`src/rtl/rv_pkg.sv`:
```
// Shared writeback types: register-file geometry and the queued write payload.
// Used by: reg_writeback, wb_fifo.
package rv_pkg;

  localparam int unsigned XLEN       = 32;
  localparam int unsigned REG_ADDR_W = 5;

  // One pending register-file write.
  typedef struct packed {
    logic [REG_ADDR_W-1:0] rd;
    logic [XLEN-1:0]       data;
  } wb_entry_t;

endpackage

```
`src/rtl/wb_fifo.sv`:
```
// Pending-write FIFO of wb_entry_t, DEPTH entries (power of two, >= 2).
// Ports:
//   clk, reset          clock, asynchronous active-high reset (pointers/count only)
//   i_push, i_push_data enqueue request and payload (ignored while full)
//   i_pop               dequeue request (ignored while empty)
//   o_head              oldest entry (storage contents; undefined while empty)
//   o_full, o_empty     occupancy flags from the registered count
//   o_count             number of valid entries, 0..DEPTH
//   o_head_ptr, o_mem   raw head pointer and storage, only with REG_WRITEBACK_BYPASS_EN
module wb_fifo
  import rv_pkg::*;
#(
  parameter int unsigned DEPTH = 2,
  localparam int unsigned PTR_W = $clog2(DEPTH),
  localparam int unsigned CNT_W = $clog2(DEPTH + 1)
) (
  input  logic             clk,
  input  logic             reset,
  input  logic             i_push,
  input  wb_entry_t        i_push_data,
  input  logic             i_pop,
  output wb_entry_t        o_head,
  output logic             o_full,
  output logic             o_empty,
  output logic [CNT_W-1:0] o_count
`ifdef REG_WRITEBACK_BYPASS_EN
  ,
  output logic [PTR_W-1:0]      o_head_ptr,
  output wb_entry_t [DEPTH-1:0] o_mem
`endif
);

  logic [PTR_W-1:0]      r_head;
  logic [PTR_W-1:0]      r_tail;
  logic [CNT_W-1:0]      r_count;
  wb_entry_t [DEPTH-1:0] r_mem;
  logic                  w_push;
  logic                  w_pop;

  assign o_full  = (r_count == CNT_W'(DEPTH));
  assign o_empty = (r_count == '0);
  assign w_push  = i_push && !o_full;
  assign w_pop   = i_pop && !o_empty;

  // Pointers wrap naturally because DEPTH is a power of two.
  always_ff @(posedge clk or posedge reset) begin
    if (reset) begin
      r_head  <= '0;
      r_tail  <= '0;
      r_count <= '0;
    end else begin
      if (w_push) r_tail <= r_tail + PTR_W'(1);
      if (w_pop)  r_head <= r_head + PTR_W'(1);
      if (w_push && !w_pop)      r_count <= r_count + CNT_W'(1);
      else if (!w_push && w_pop) r_count <= r_count - CNT_W'(1);
    end
  end

  // Storage is intentionally not reset; validity comes from the count.
  always_ff @(posedge clk) begin
    if (w_push) r_mem[r_tail] <= i_push_data;
  end

  assign o_head  = r_mem[r_head];
  assign o_count = r_count;

`ifdef REG_WRITEBACK_BYPASS_EN
  assign o_head_ptr = r_head;
  assign o_mem      = r_mem;
`endif

endmodule

```
`src/rtl/reg_writeback.sv`:
```
// Register-file writeback stage: arbitrates ALU and load-unit results into a
// pending-write queue and drains it through the single register-file write port.
// Optional feature macro: REG_WRITEBACK_BYPASS_EN (forwarding of queued writes).
// Ports:
//   clk, reset                      clock, asynchronous active-high reset
//   alu_valid/alu_rd/alu_data       ALU write request; alu_ready accepts it
//   mem_valid/mem_rd/mem_data       load write request (priority); mem_ready accepts it
//   wr_stall                        register-file write port unavailable
//   rd/enable/DataWrite             register-file write port
//   busy                            queue holds at least one pending write
//   rs1/rs2, rsX_hit, rsX_fwd       source lookup into the queue (bypass builds only)
module reg_writeback
  import rv_pkg::*;
#(
  parameter int unsigned DEPTH = 2
) (
  input  logic                  clk,
  input  logic                  reset,
  input  logic                  alu_valid,
  input  logic [REG_ADDR_W-1:0] alu_rd,
  input  logic [XLEN-1:0]       alu_data,
  output logic                  alu_ready,
  input  logic                  mem_valid,
  input  logic [REG_ADDR_W-1:0] mem_rd,
  input  logic [XLEN-1:0]       mem_data,
  output logic                  mem_ready,
  input  logic                  wr_stall,
  output logic [REG_ADDR_W-1:0] rd,
  output logic                  enable,
  output logic [XLEN-1:0]       DataWrite,
  output logic                  busy
`ifdef REG_WRITEBACK_BYPASS_EN
  ,
  input  logic [REG_ADDR_W-1:0] rs1,
  input  logic [REG_ADDR_W-1:0] rs2,
  output logic                  rs1_hit,
  output logic                  rs2_hit,
  output logic [XLEN-1:0]       rs1_fwd,
  output logic [XLEN-1:0]       rs2_fwd
`endif
);

  localparam int unsigned PTR_W = $clog2(DEPTH);
  localparam int unsigned CNT_W = $clog2(DEPTH + 1);

  logic             w_full;
  logic             w_empty;
  logic [CNT_W-1:0] w_count;
  wb_entry_t        w_head;
  wb_entry_t        w_push_data;
  logic             w_mem_acc;
  logic             w_alu_acc;
  logic             w_push;

`ifdef REG_WRITEBACK_BYPASS_EN
  logic [PTR_W-1:0]      w_head_ptr;
  wb_entry_t [DEPTH-1:0] w_mem;
  logic [PTR_W-1:0]      w_slot;
`endif

  // Ready looks only at the registered count, so a same-cycle pop never reopens a full queue.
  assign mem_ready = !w_full;
  assign alu_ready = !w_full && !mem_valid;
  assign w_mem_acc = mem_valid && mem_ready;
  assign w_alu_acc = alu_valid && alu_ready;

  // Load unit wins when both present; only one request is accepted per cycle.
  always_comb begin
    w_push_data.rd   = alu_rd;
    w_push_data.data = alu_data;
    if (mem_valid) begin
      w_push_data.rd   = mem_rd;
      w_push_data.data = mem_data;
    end
  end

  // Writes to x0 complete the handshake but are dropped here.
  assign w_push = (w_mem_acc || w_alu_acc) && (w_push_data.rd != '0);

  wb_fifo #(.DEPTH(DEPTH)) u_fifo (
    .clk         (clk),
    .reset       (reset),
    .i_push      (w_push),
    .i_push_data (w_push_data),
    .i_pop       (enable),
    .o_head      (w_head),
    .o_full      (w_full),
    .o_empty     (w_empty),
    .o_count     (w_count)
`ifdef REG_WRITEBACK_BYPASS_EN
    ,
    .o_head_ptr  (w_head_ptr),
    .o_mem       (w_mem)
`endif
  );

  assign enable    = !w_empty && !wr_stall;
  assign rd        = w_empty ? '0 : w_head.rd;
  assign DataWrite = w_empty ? '0 : w_head.data;
  assign busy      = (w_count != '0);

`ifdef REG_WRITEBACK_BYPASS_EN
  // Walk valid entries oldest to youngest so the youngest match is left standing.
  always_comb begin
    rs1_hit = 1'b0;
    rs1_fwd = '0;
    rs2_hit = 1'b0;
    rs2_fwd = '0;
    w_slot  = '0;
    for (int unsigned k = 0; k < DEPTH; k++) begin
      w_slot = w_head_ptr + PTR_W'(k);
      if (CNT_W'(k) < w_count) begin
        if ((rs1 != '0) && (w_mem[w_slot].rd == rs1)) begin
          rs1_hit = 1'b1;
          rs1_fwd = w_mem[w_slot].data;
        end
        if ((rs2 != '0) && (w_mem[w_slot].rd == rs2)) begin
          rs2_hit = 1'b1;
          rs2_fwd = w_mem[w_slot].data;
        end
      end
    end
  end
`endif

endmodule

```
`config.mk`:
```
export PLATFORM = sky130hd
export DESIGN_NAME = reg_writeback
export DESIGN_NICKNAME = d
export VERILOG_FILES = /design/src/rtl/rv_pkg.sv /design/src/rtl/wb_fifo.sv /design/src/rtl/reg_writeback.sv
export SDC_FILE = /design/constraint.sdc
export NUM_CORES = 1
export LEC_CHECK = 0
export BUFFER_PORTS_ARGS = -buffer_cell sky130_fd_sc_hd__buf_4
export CAP_MARGIN = 20
export CORE_MARGIN = 4
export CORE_UTILIZATION = 39
export CTS_CLUSTER_SIZE = 24
export DETAILED_ROUTE_END_ITERATION = 12
export PLACE_DENSITY_LB_ADDON = 0.08
export RECOVER_POWER = 50
export SLEW_MARGIN = 0
export SYNTH_ARGS = -nofsm -noshare
export SYNTH_HDL_FRONTEND = slang
export SYNTH_HIERARCHICAL = 1
export SYNTH_SLANG_ARGS = --single-unit
```
`constraint.sdc`:
```
create_clock -name clk -period 4.61 [get_ports clk]
set_input_delay 1.383 -clock clk [delete_from_list [all_inputs] [get_ports clk]]
set_output_delay 1.383 -clock clk [all_outputs]
set_load 0.005 [all_outputs]
```
[After elaboration in Yosys (flattened, before gate mapping)]
Cells that the tools add are included.
Word-level totals
  input port bits: 79
  word-level logic and storage cells: 46
  output and inout port bits: 41
  bits in registers: 78
Operators by class
  reductions and logical operators: 21
  equality and inequality tests: 1
  $lt $le $gt $ge: 3
  add/subtract/negate cells: 4
  multiplexer cells: 10
Operator list (count)
  $mux 37: 4
  $bwmux 74: 1
  $demux 37 s1: 1
  $mux 32: 1
  $logic_and 1x1->1: 10
  $logic_not 1->1: 6
  $mux 5: 1
  $reduce_bool 5->1: 1
  $lt 1x2->1 const B: 2
  $mux 2: 2
  $reduce_bool 2->1: 2
  $add 1x1->1 const B: 2
  $add 2x1->2 const B: 1
  $eq 2x2->1 const B: 1
  $logic_not 2->1: 1
  $sub 2x1->2 const B: 1
  $ge 1x1->1 const B: 1
  $logic_or 1x1->1: 1

[Depth between registers and ports, before layout]
Gate-level depths: netlist of the first run.
  word-level depth: 11
  mapped depth: 10
  mapped depth without buffers: 10

[Cells and area by module]
The synthesis of the first run kept the hierarchy.
By module, submodules not included
  wb_fifo: times used 1, area an instance 2952.8 sq um, cells an instance 135
  reg_writeback: times used 1, area an instance 735.7 sq um, cells an instance 91

[Worst setup path before layout of the first run]
OpenSTA, ideal clock, no wires.
  path kind: input -> register
  from: input mem_valid
  to: register u_fifo/r_mem[0] (netlist name), enable pin
  required time: 4179 ps
  buffers on the path: 2
  arrival time: 3656 ps
  cell stages on the path: 5
  path slack: 523 ps
  cells stage by stage: buf_2 -> buf_2 -> o221a_1 -> nand2_1 -> nor2_1
On the way
  cells in the longest elaborated chain, start to end: 6
RTL lines
  from (decl): RTL line reg_writeback.sv:23  | input logic mem_valid,
  branches (longest 4 deep; another with $mux 37)
  $logic_and 1x1->1 (*): RTL line reg_writeback.sv:78  | assign w_push = (w_mem_acc || w_alu_acc) && (w_push_data.rd != '0);
  via w_push: RTL line reg_writeback.sv:53  | logic w_push;
  $logic_and 1x1->1 (*): RTL line wb_fifo.sv:42  | assign w_push = i_push && !o_full;
  to (signal, indexed assignment): RTL line wb_fifo.sv:61  | if (w_push) r_mem[r_tail] <= i_push_data;
  to (decl): RTL line wb_fifo.sv:36  | wb_entry_t [DEPTH-1:0] r_mem;
Mark *: on every way through the listed nets, which the timed path passes.
A chain may end at the register's enable or synchronous reset.

==> results of run 1 <==
==> cells in the mapped netlist <==
cell type,number
sky130_fd_sc_hd__mux2_2,53
sky130_fd_sc_hd__dfrtp_1,4
sky130_fd_sc_hd__nor3_1,1
sky130_fd_sc_hd__buf_2,5
sky130_fd_sc_hd__a21oi_1,1
sky130_fd_sc_hd__clkbuf_1,4
sky130_fd_sc_hd__o221a_1,1
sky130_fd_sc_hd__o21ai_1,1
sky130_fd_sc_hd__nand2_1,1
sky130_fd_sc_hd__ha_1,1
sky130_fd_sc_hd__buf_6,3
sky130_fd_sc_hd__or3_1,1
sky130_fd_sc_hd__nand2b_1,1
sky130_fd_sc_hd__xor2_1,2
sky130_fd_sc_hd__and3_1,1
sky130_fd_sc_hd__nor2_1,6
sky130_fd_sc_hd__mux2_4,21
sky130_fd_sc_hd__nor2b_1,37
sky130_fd_sc_hd__inv_1,4
sky130_fd_sc_hd__or2_2,1
sky130_fd_sc_hd__xnor2_1,3
sky130_fd_sc_hd__edfxtp_1,74
==> state kept, by name, summed over array words and instances, names as in the netlist <==
name	count
u_fifo/r_tail	1
u_fifo/r_mem	74
u_fifo/r_head	1
u_fifo/o_count	2
==> worst max path at each step <==
stage / from / endpoint / slack [ns]
2_1_floorplan: mem_valid / u_fifo/r_mem[0] / 0.52
3_3_place_gp: mem_valid / u_fifo/r_mem[47] / 0.83
3_5_place_dp: mem_valid / u_fifo/r_mem[48] / 0.79
4_1_cts: u_fifo/r_head / DataWrite[6] / 0.93
5_1_grt: mem_valid / u_fifo/r_mem[2] / 0.60
6_report: mem_valid / u_fifo/r_mem[9] / 0.80
==> cells by family after synthesis <==
kind of cell,Yosys count,synth area share
adder cells (fa/ha/maj),1,0.00339
multiplexers,74,0.247
flip-flops,78,0.630
AND/OR/NAND/NOR,49,0.0780
XOR/XNOR,5,0.0119
AO/OA/AOI/OAI,3,0.00576
buffers and inverters,16,0.0241
==> critical path, stage by stage <==
cell and delay [ns]:
sky130_fd_sc_hd__buf_4 0.44, sky130_fd_sc_hd__mux2_1 0.26, sky130_fd_sc_hd__or3_1 0.13, sky130_fd_sc_hd__o221a_1 0.18, sky130_fd_sc_hd__nand2_1 0.10, sky130_fd_sc_hd__nor2_1 1.04
sky130_fd_sc_hd__buf_12 0.29
==> cell type report <==
class / instances / area share
clock buffers: 9 / 0.0254
clock inverters: 7 / 0.00848
inverters: 4 / 0.00308
multi-input cells: 132 / 0.263
flip-flops and latches: 78 / 0.477
well taps: 129 / 0.0332
repair buffers: 121 / 0.189
==> routing by layer <==
metal / global-route usage / up-vias / part of all wire
met5: 0 / - / 0
met4: 0.0562 / 0 / 0.015
met3: 0.0337 / 10 / 0.056
met2: 0.232 / 68 / 0.51
met1: 0.162 / 1061 / 0.42
li1: - / 1070 / -
==> through the flow <==
| stage | std cells | hold slack [ns] | util |
|---|---|---|---|
| 3_5_place_dp | 464 | 0.559 | 0.510 |
| 3_3_place_gp | 464 | 0.531 | 0.510 |
| 5_1_grt | 480 | 0.547 | 0.527 |
| 2_1_floorplan | 226 | 0.460 | - |
| 6_report | 480 | 0.510 | 0.527 |
| 4_1_cts | 480 | 0.572 | 0.528 |
==> report_power, final <==
part	internal, mW	total (mW)	switching, mW	leakage (nW)
Clock	0.190	0.431	0.241	0.0784
Sequential	1.07	1.18	0.112	0.735
Combinational	0.720	1.25	0.527	1.14
Total	1.98	2.86	0.880	1.95
==> tab_implementation.tex, run 1 <==
\begin{tabular}{lr}
\hline
Metric & Value \\
\hline
\multicolumn{2}{l}{\textbf{Timing}} \\
\quad F\_max & roughly 260 MHz \\
\quad Setup Skew & 0.00666 ns \\
\quad Setup TNS Final & 0 ns \\
\quad Number of endpoints with negative hold slack in the final report & 0 \\
\quad Share of the clock period used by the worst path & 0.827 \\
\quad Slew Viols, Final & 0 \\
\quad Count of final setup violators & 0 \\
\quad Measured slew at the worst slew-check pin & roughly 1.4 ns \\
\quad Remaining max-slew budget at the tightest pin & 0.0733 \\
\quad Minimum period implied by the final worst setup slack & around 3.8 ns \\
\quad Worst setup margin & 0.799 ns \\
\quad RSZ-0062 raised after global routing & no \\
\multicolumn{2}{l}{\textbf{Route}} \\
\quad Wire length per cell after detailed routing & 15.1 um \\
\quad Drt total wl & 7.23 mm \\
\quad DRT antenna net count & 0 \\
\quad DRC errors left & 0 \\
\quad Via total after detailed routing & 2209 \\
\quad DR vias/cell & 4.60 \\
\quad DRC violation total after the first TritonRoute iteration & 57 \\
\quad Detailed-routing iteration count for the pre-antenna-repair pass & 5 \\
\multicolumn{2}{l}{\textbf{Synthesis}} \\
\quad Number of distinct library cell variants in the gate-level netlist after synthesis & 22 \\
\quad Library cell with the largest summed area after synthesis & sky130\_fd\_sc\_hd\_\_edfxtp\_1 \\
\quad Post-synthesis net count & 306 \\
\quad Gate Count Post-Synth & 226 \\
\quad Cell area after synthesis & approximately 3700 um\^{}2 \\
\quad Proportion of synthesized chip area in sequential cells & 0.630 \\
\quad Post-synthesis area per instance & 16.3 um\^{}2 \\
\quad Top post-synthesis cells by area & sky130\_fd\_sc\_hd\_\_edfxtp\_1, sky130\_fd\_sc\_hd\_\_mux2\_2, sky130\_fd\_sc\_hd\_\_mux2\_4 \\
\quad Register bit total from synthesis & 78 \\
\quad Yosys warns & 6 \\
\quad Area share of the leading cell type in the synthesized netlist & 0.602 \\
\multicolumn{2}{l}{\textbf{Worst setup path}} \\
\quad Nature of the critical path startpoint & primary input \\
\quad Required @ worst endpoint & 4.65 ns \\
\quad Critical path endpoint category & register \\
\quad Category of the most critical setup path & in -> reg \\
\quad Top fanout value on the critical path & 41 \\
\quad Reg2Reg Capture Point & u\_fifo/r\_mem[9] \\
\quad Reg2reg setup slack & 1.88 ns \\
\quad Launching point of the worst reg2reg path & u\_fifo/o\_count[0] \\
\quad Count of cells along the worst register-to-register path & 7 \\
\quad Endpoint arrival time on the critical path & 3.85 ns \\
\multicolumn{2}{l}{\textbf{GRT}} \\
\quad Pin count of the biggest net entering global routing & 42 \\
\quad Final global-route overflow total & 0 \\
\quad Wire length of the first global-routing pass & 11.6 mm \\
\quad Antenna violations before repair & 0 \\
\quad Total Routing Usage GR & 0.135 \\
\quad Via count of the first global-routing pass & 2303 \\
\multicolumn{2}{l}{\textbf{Clock tree}} \\
\quad H-tree depth reported by CTS & 3 \\
\quad Clock tree from TritonCTS & yes \\
\quad Clk Tree Root Cell & sky130\_fd\_sc\_hd\_\_clkbuf\_8 \\
\quad Setup fix buffers added after clock tree synthesis & 0 \\
\quad Total clock sinks & 78 \\
\quad Clock latency at the later pin of the worst-skew pair & 0.34 ns \\
\quad Resized cells post-CTS & 0 \\
\quad Number of buffers created by CTS & 9 \\
\quad Reg clk slew, reported paths & 0.08 ns \\
\quad Maximum clock path buffer count & 2 \\
\quad Hold\_buf cts & 0 \\
\multicolumn{2}{l}{\textbf{Place}} \\
\quad Pre-CTS setup slack & 0.791 ns \\
\quad Final estimated routing congestion in global placement & just over 0.7 \\
\quad Dpl cell area & around 4700 um\^{}2 \\
\quad HPWL after DPL & about 4.8 mm \\
\quad Input/output buffers & 119 \\
\multicolumn{2}{l}{\textbf{Die}} \\
\quad Initial cell density of the core & 0.399 \\
\quad Core Region & 9240 um\^{}2 \\
\quad Count of boundary I/O pins & 120 \\
\quad Die Ht & 105 um \\
\quad Die footprint & 11100 um\^{}2 \\
\quad Number of core rows & 35 \\
\quad Width of the die & 105 um \\
\multicolumn{2}{l}{\textbf{Worst hold path}} \\
\quad Critical hold path startpoint & u\_fifo/r\_tail \\
\quad Hold Path Cell Cnt & 1 \\
\quad Worst Hold End & u\_fifo/r\_tail \\
\quad Class of the worst hold path & reg -> reg \\
\multicolumn{2}{l}{\textbf{Power and ir drop}} \\
\quad Power density normalized to cell area & 588 nW/um\^{}2 \\
\quad Leak pwr & about 2 nW \\
\quad Tot Pwr & 2.86 mW \\
\quad Max VDD drop & 0.000220 V \\
\multicolumn{2}{l}{\textbf{Cells and area}} \\
\quad Fraction of final layout cells with drive strength greater than 1 & 0.536 \\
\quad Total non-filler cell area in the finished layout & 4870 um\^{}2 \\
\quad Diodes inserted & 0 \\
\quad Number of nets in the layout & 426 \\
\quad Area used by multi-input combinational logic & between 1000 and 1500 um\^{}2 \\
\quad Filler cell count & around 820 \\
\quad Area used by sequential logic in the layout & 2320 um\^{}2 \\
\quad Leading cell types in the layout, fill and taps excluded & sky130\_fd\_sc\_hd\_\_buf\_4, sky130\_fd\_sc\_hd\_\_edfxtp\_1, sky130\_fd\_sc\_hd\_\_nor2b\_1 \\
\quad Leading cell type in the layout, fill and taps excluded & sky130\_fd\_sc\_hd\_\_buf\_4 \\
\quad Area growth, synth to finish & 32.0\% \\
\multicolumn{2}{l}{\textbf{Run status}} \\
\quad Result of the run & finished, final reports clean \\
\multicolumn{2}{l}{\textbf{Run}} \\
\quad Max-cap violations & 0 \\
\hline
\end{tabular}
Power figures use the tool's default switching activity.
==> run 2, diff against run 1 <==
clock period = 3.39 ns   (was 4.61 ns; I/O delays follow)
==> run 2 against run 1 <==
  * Count of clock-buffer cells in the layout rose by 2
  * Non-clock buffer count increased by 5
  * Register-to-register slack got worse by 0.72 ns
  * Critical endpoint is now u_fifo/r_mem[15]
  * Sequential power increased by 34%
==> tab_implementation.tex, run 2 (same netlist as run 1, synthesis figures left out) <==
\begin{tabular}{lr}
\hline
Metric & Value \\
\hline
\multicolumn{2}{l}{\textbf{Cells and area}} \\
\quad Number of nets in the layout & 431 (+1.2\%) \\
\quad Filler cell count & 794 (-3.5\%) \\
\quad Diodes inserted & 0 (unchanged) \\
\quad Fraction of final layout cells with drive strength greater than 1 & 0.522 (-0.0131) \\
\quad Leading cell types in the layout, fill and taps excluded & sky130\_fd\_sc\_hd\_\_buf\_4, sky130\_fd\_sc\_hd\_\_edfxtp\_1, sky130\_fd\_sc\_hd\_\_nor2b\_1 \\
\quad Area used by multi-input combinational logic & 1280 um\^{}2 (unchanged) \\
\quad Flip-flop count of the largest register, all copies and words added & 74 (unchanged) \\
\quad Leading cell type in the layout, fill and taps excluded & sky130\_fd\_sc\_hd\_\_buf\_4 \\
\quad Register with the highest flop count & u\_fifo/r\_mem \\
\quad Area used by sequential logic in the layout & 2320 um\^{}2 (unchanged) \\
\quad Area growth, synth to finish & 33.1\% \\
\multicolumn{2}{l}{\textbf{Clock tree}} \\
\quad Setup fix buffers added after clock tree synthesis & 0 (unchanged) \\
\quad Clock latency at the later pin of the worst-skew pair & 0.33 ns (about the same) \\
\quad Clock tree from TritonCTS & yes \\
\quad Number of buffers created by CTS & 9 (unchanged) \\
\quad Resized cells post-CTS & 0 (unchanged) \\
\quad Reg clk slew, reported paths & 0.07 ns (about the same) \\
\quad Maximum clock path buffer count & 2 (unchanged) \\
\quad Total clock sinks & 78 (unchanged) \\
\quad H-tree depth reported by CTS & 3 (unchanged) \\
\quad Hold\_buf cts & 0 (unchanged) \\
\quad Clk Tree Root Cell & sky130\_fd\_sc\_hd\_\_clkbuf\_8 \\
\multicolumn{2}{l}{\textbf{Worst setup path}} \\
\quad Endpoint arrival time on the critical path & 2.86 ns (-0.99 ns) \\
\quad Worst-path cell chain & clkbuf\_1 > mux2\_1 > or3\_1 > o221a\_1 > nand2\_1 > nor2\_1 > clkbuf\_2 \\
\quad Top fanout value on the critical path & 25 (-39\%) \\
\quad Cell type group with the largest total delay on the critical path & buffers and inverters \\
\quad Nature of the critical path startpoint & primary input \\
\quad Library cell contributing the largest single delay on the critical path & sky130\_fd\_sc\_hd\_\_clkbuf\_2 \\
\quad Required @ worst endpoint & 3.32 ns (-1.33 ns) \\
\quad Critical path endpoint category & register \\
\quad Reg2reg setup slack & 1.16 ns (-0.72 ns) \\
\quad CP peak stage delay & 0.44 ns (-0.60 ns) \\
\quad Buffers plus inverters on the worst setup path & 2 (unchanged) \\
\quad Category of the most critical setup path & in -> reg \\
\multicolumn{2}{l}{\textbf{Timing}} \\
\quad Hold\_ws & 0.497 ns (-0.0133 ns) \\
\quad Setup TNS Final & 0 ns (unchanged) \\
\quad Worst setup margin & 0.464 ns (-0.335 ns) \\
\quad Slew Viols, Final & 0 (unchanged) \\
\quad Minimum period implied by the final worst setup slack & approximately 2.9 ns \\
\quad Setup Skew & 0.00498 ns (-0.00168 ns) \\
\quad RSZ-0062 raised after global routing & no \\
\quad Share of the clock period used by the worst path & 0.863 \\
\quad Number of endpoints with negative hold slack in the final report & 0 (unchanged) \\
\quad Measured slew at the worst slew-check pin & 1.16 ns (-0.222 ns) \\
\quad Remaining max-slew budget at the tightest pin & 0.225 (+0.152) \\
\quad F\_max & 342 MHz \\
\quad Count of final setup violators & 0 (unchanged) \\
\multicolumn{2}{l}{\textbf{Power and ir drop}} \\
\quad Max VDD drop & 0.000344 V (+56\%) \\
\quad Power density normalized to cell area & 807 nW/um\^{}2 (+37\%) \\
\quad Leak pwr & 1.98 nW (+1.6\%) \\
\quad Tot Pwr & 3.96 mW (+38\%) \\
\multicolumn{2}{l}{\textbf{Die}} \\
\quad Width of the die & 105 um (unchanged) \\
\quad Die Ht & 105 um (unchanged) \\
\quad Die footprint & 11100 um\^{}2 (unchanged) \\
\quad Count of boundary I/O pins & 120 (unchanged) \\
\quad Initial cell density of the core & 0.399 (unchanged) \\
\quad Core Region & 9240 um\^{}2 (unchanged) \\
\quad Number of core rows & 35 (unchanged) \\
\multicolumn{2}{l}{\textbf{GRT}} \\
\quad Total Routing Usage GR & 0.136 (+0.000969) \\
\quad Wire length of the first global-routing pass & 11.7 mm (+0.83\%) \\
\quad Pin count of the biggest net entering global routing & 38 (-9.5\%) \\
\quad GR Layer Usage met3 & 0.0404 (+0.00674) \\
\quad Met1 layer usage reported by global route & 0.155 (-0.00715) \\
\quad Final global-route overflow total & 0 (unchanged) \\
\quad Met2 Resource Use GR & 0.236 (+0.00455) \\
\quad Antenna violations before repair & 0 (unchanged) \\
\quad Layer carrying the most global-route usage & met2 \\
\quad Via count of the first global-routing pass & 2364 (+2.6\%) \\
\multicolumn{2}{l}{\textbf{Place}} \\
\quad Pre-CTS setup slack & 0.313 ns (-0.478 ns) \\
\quad Final estimated routing congestion in global placement & 0.768 (+7.4\%) \\
\quad HPWL after DPL & 5.07 mm (+5.3\%) \\
\quad Input/output buffers & 119 (unchanged) \\
\multicolumn{2}{l}{\textbf{Route}} \\
\quad DRC violation total after the first TritonRoute iteration & 45 (-21\%) \\
\quad DRC errors left & 0 (unchanged) \\
\quad Drt total wl & 7.25 mm (+0.25\%) \\
\quad DRT antenna net count & 0 (unchanged) \\
\quad Via total after detailed routing & 2196 (-0.59\%) \\
\quad Wire length per cell after detailed routing & 14.9 um (-0.78\%) \\
\quad DR vias/cell & 4.53 (-1.6\%) \\
\quad Detailed-routing iteration count for the pre-antenna-repair pass & 4 (-1) \\
\multicolumn{2}{l}{\textbf{Worst hold path}} \\
\quad Class of the worst hold path & reg -> reg \\
\multicolumn{2}{l}{\textbf{Run}} \\
\quad Max-cap violations & 0 (unchanged) \\
\multicolumn{2}{l}{\textbf{Run status}} \\
\quad Result of the run & finished, final reports clean \\
\hline
\end{tabular}
==> run 2: changes by cell type in the layout (fill, tap and decap cells not counted) <==
| cell | before | now |
|---|---|---|
| sky130_fd_sc_hd__mux2_1 | 26 | 29 |
| sky130_fd_sc_hd__bufinv_16 | 0 | 1 |
| sky130_fd_sc_hd__clkbuf_1 | 0 | 5 |
| sky130_fd_sc_hd__clkinvlp_4 | 3 | 0 |
| sky130_fd_sc_hd__clkbuf_2 | 0 | 1 |
| sky130_fd_sc_hd__mux2_2 | 28 | 25 |
| sky130_fd_sc_hd__clkinv_2 | 3 | 4 |
| sky130_fd_sc_hd__buf_4 | 117 | 118 |
| sky130_fd_sc_hd__clkinv_1 | 1 | 0 |
==> run 2: final timing paths <==
| path | startpoint | end | depth (start not counted) |
|---|---|---|---|
| setup / recovery | mem_valid | u_fifo/r_mem[15] | 7 |
| hold / removal | u_fifo/r_tail | u_fifo/r_tail | 1 |
| setup reg to reg | u_fifo/o_count[0] | u_fifo/r_mem[15] | 7 |
| hold reg to reg | u_fifo/r_tail | u_fifo/r_tail | 1 |
| max in group asynchronous | reset | u_fifo/r_head | 2 |
| min in group asynchronous | reset | u_fifo/r_tail | 2 |
==> run 2: worst register-to-register path: cells and delay by family (launching register included) <==
kind,cells,cell delay (ns)
buf+inv,3,0.73
compound gates,1,0.18
flops,1,0.49
simple gates,3,0.45
==> run 2: stage by stage <==
step / utilization / area, um^2 / std cells
after floorplan: - / 3690 / 226
after global placement: 0.514 / 4750 / 469
after detailed placement: 0.514 / 4750 / 469
after CTS: 0.534 / 4930 / 485
after global routing: 0.531 / 4910 / 485
final: 0.531 / 4910 / 485
==> run 2: final cells by class <==
cell class                 count  share of cell area
inverter                       4             0.00306
tap                          129              0.0329
timing repair buffer         126               0.192
clock inverter                 5              0.0102
clock buffer                  11              0.0268
multi-input combinational    132               0.261
sequential                    78               0.473
==> run 2: power by group <==
group          total [mW]  switching (mW)  internal [mW]
logic                1.74           0.750          0.990
clock network       0.640           0.305          0.336
registers            1.58           0.120           1.46
total                3.96            1.17           2.79
==> run 2: routing by layer <==
| metal | part of all wire | up-vias |
|---|---|---|
| li1 | - | 1077 |
| met1 | 0.40 | 1034 |
| met2 | 0.51 | 74 |
| met3 | 0.066 | 11 |
| met4 | 0.017 | 0 |
| met5 | 0 | - |
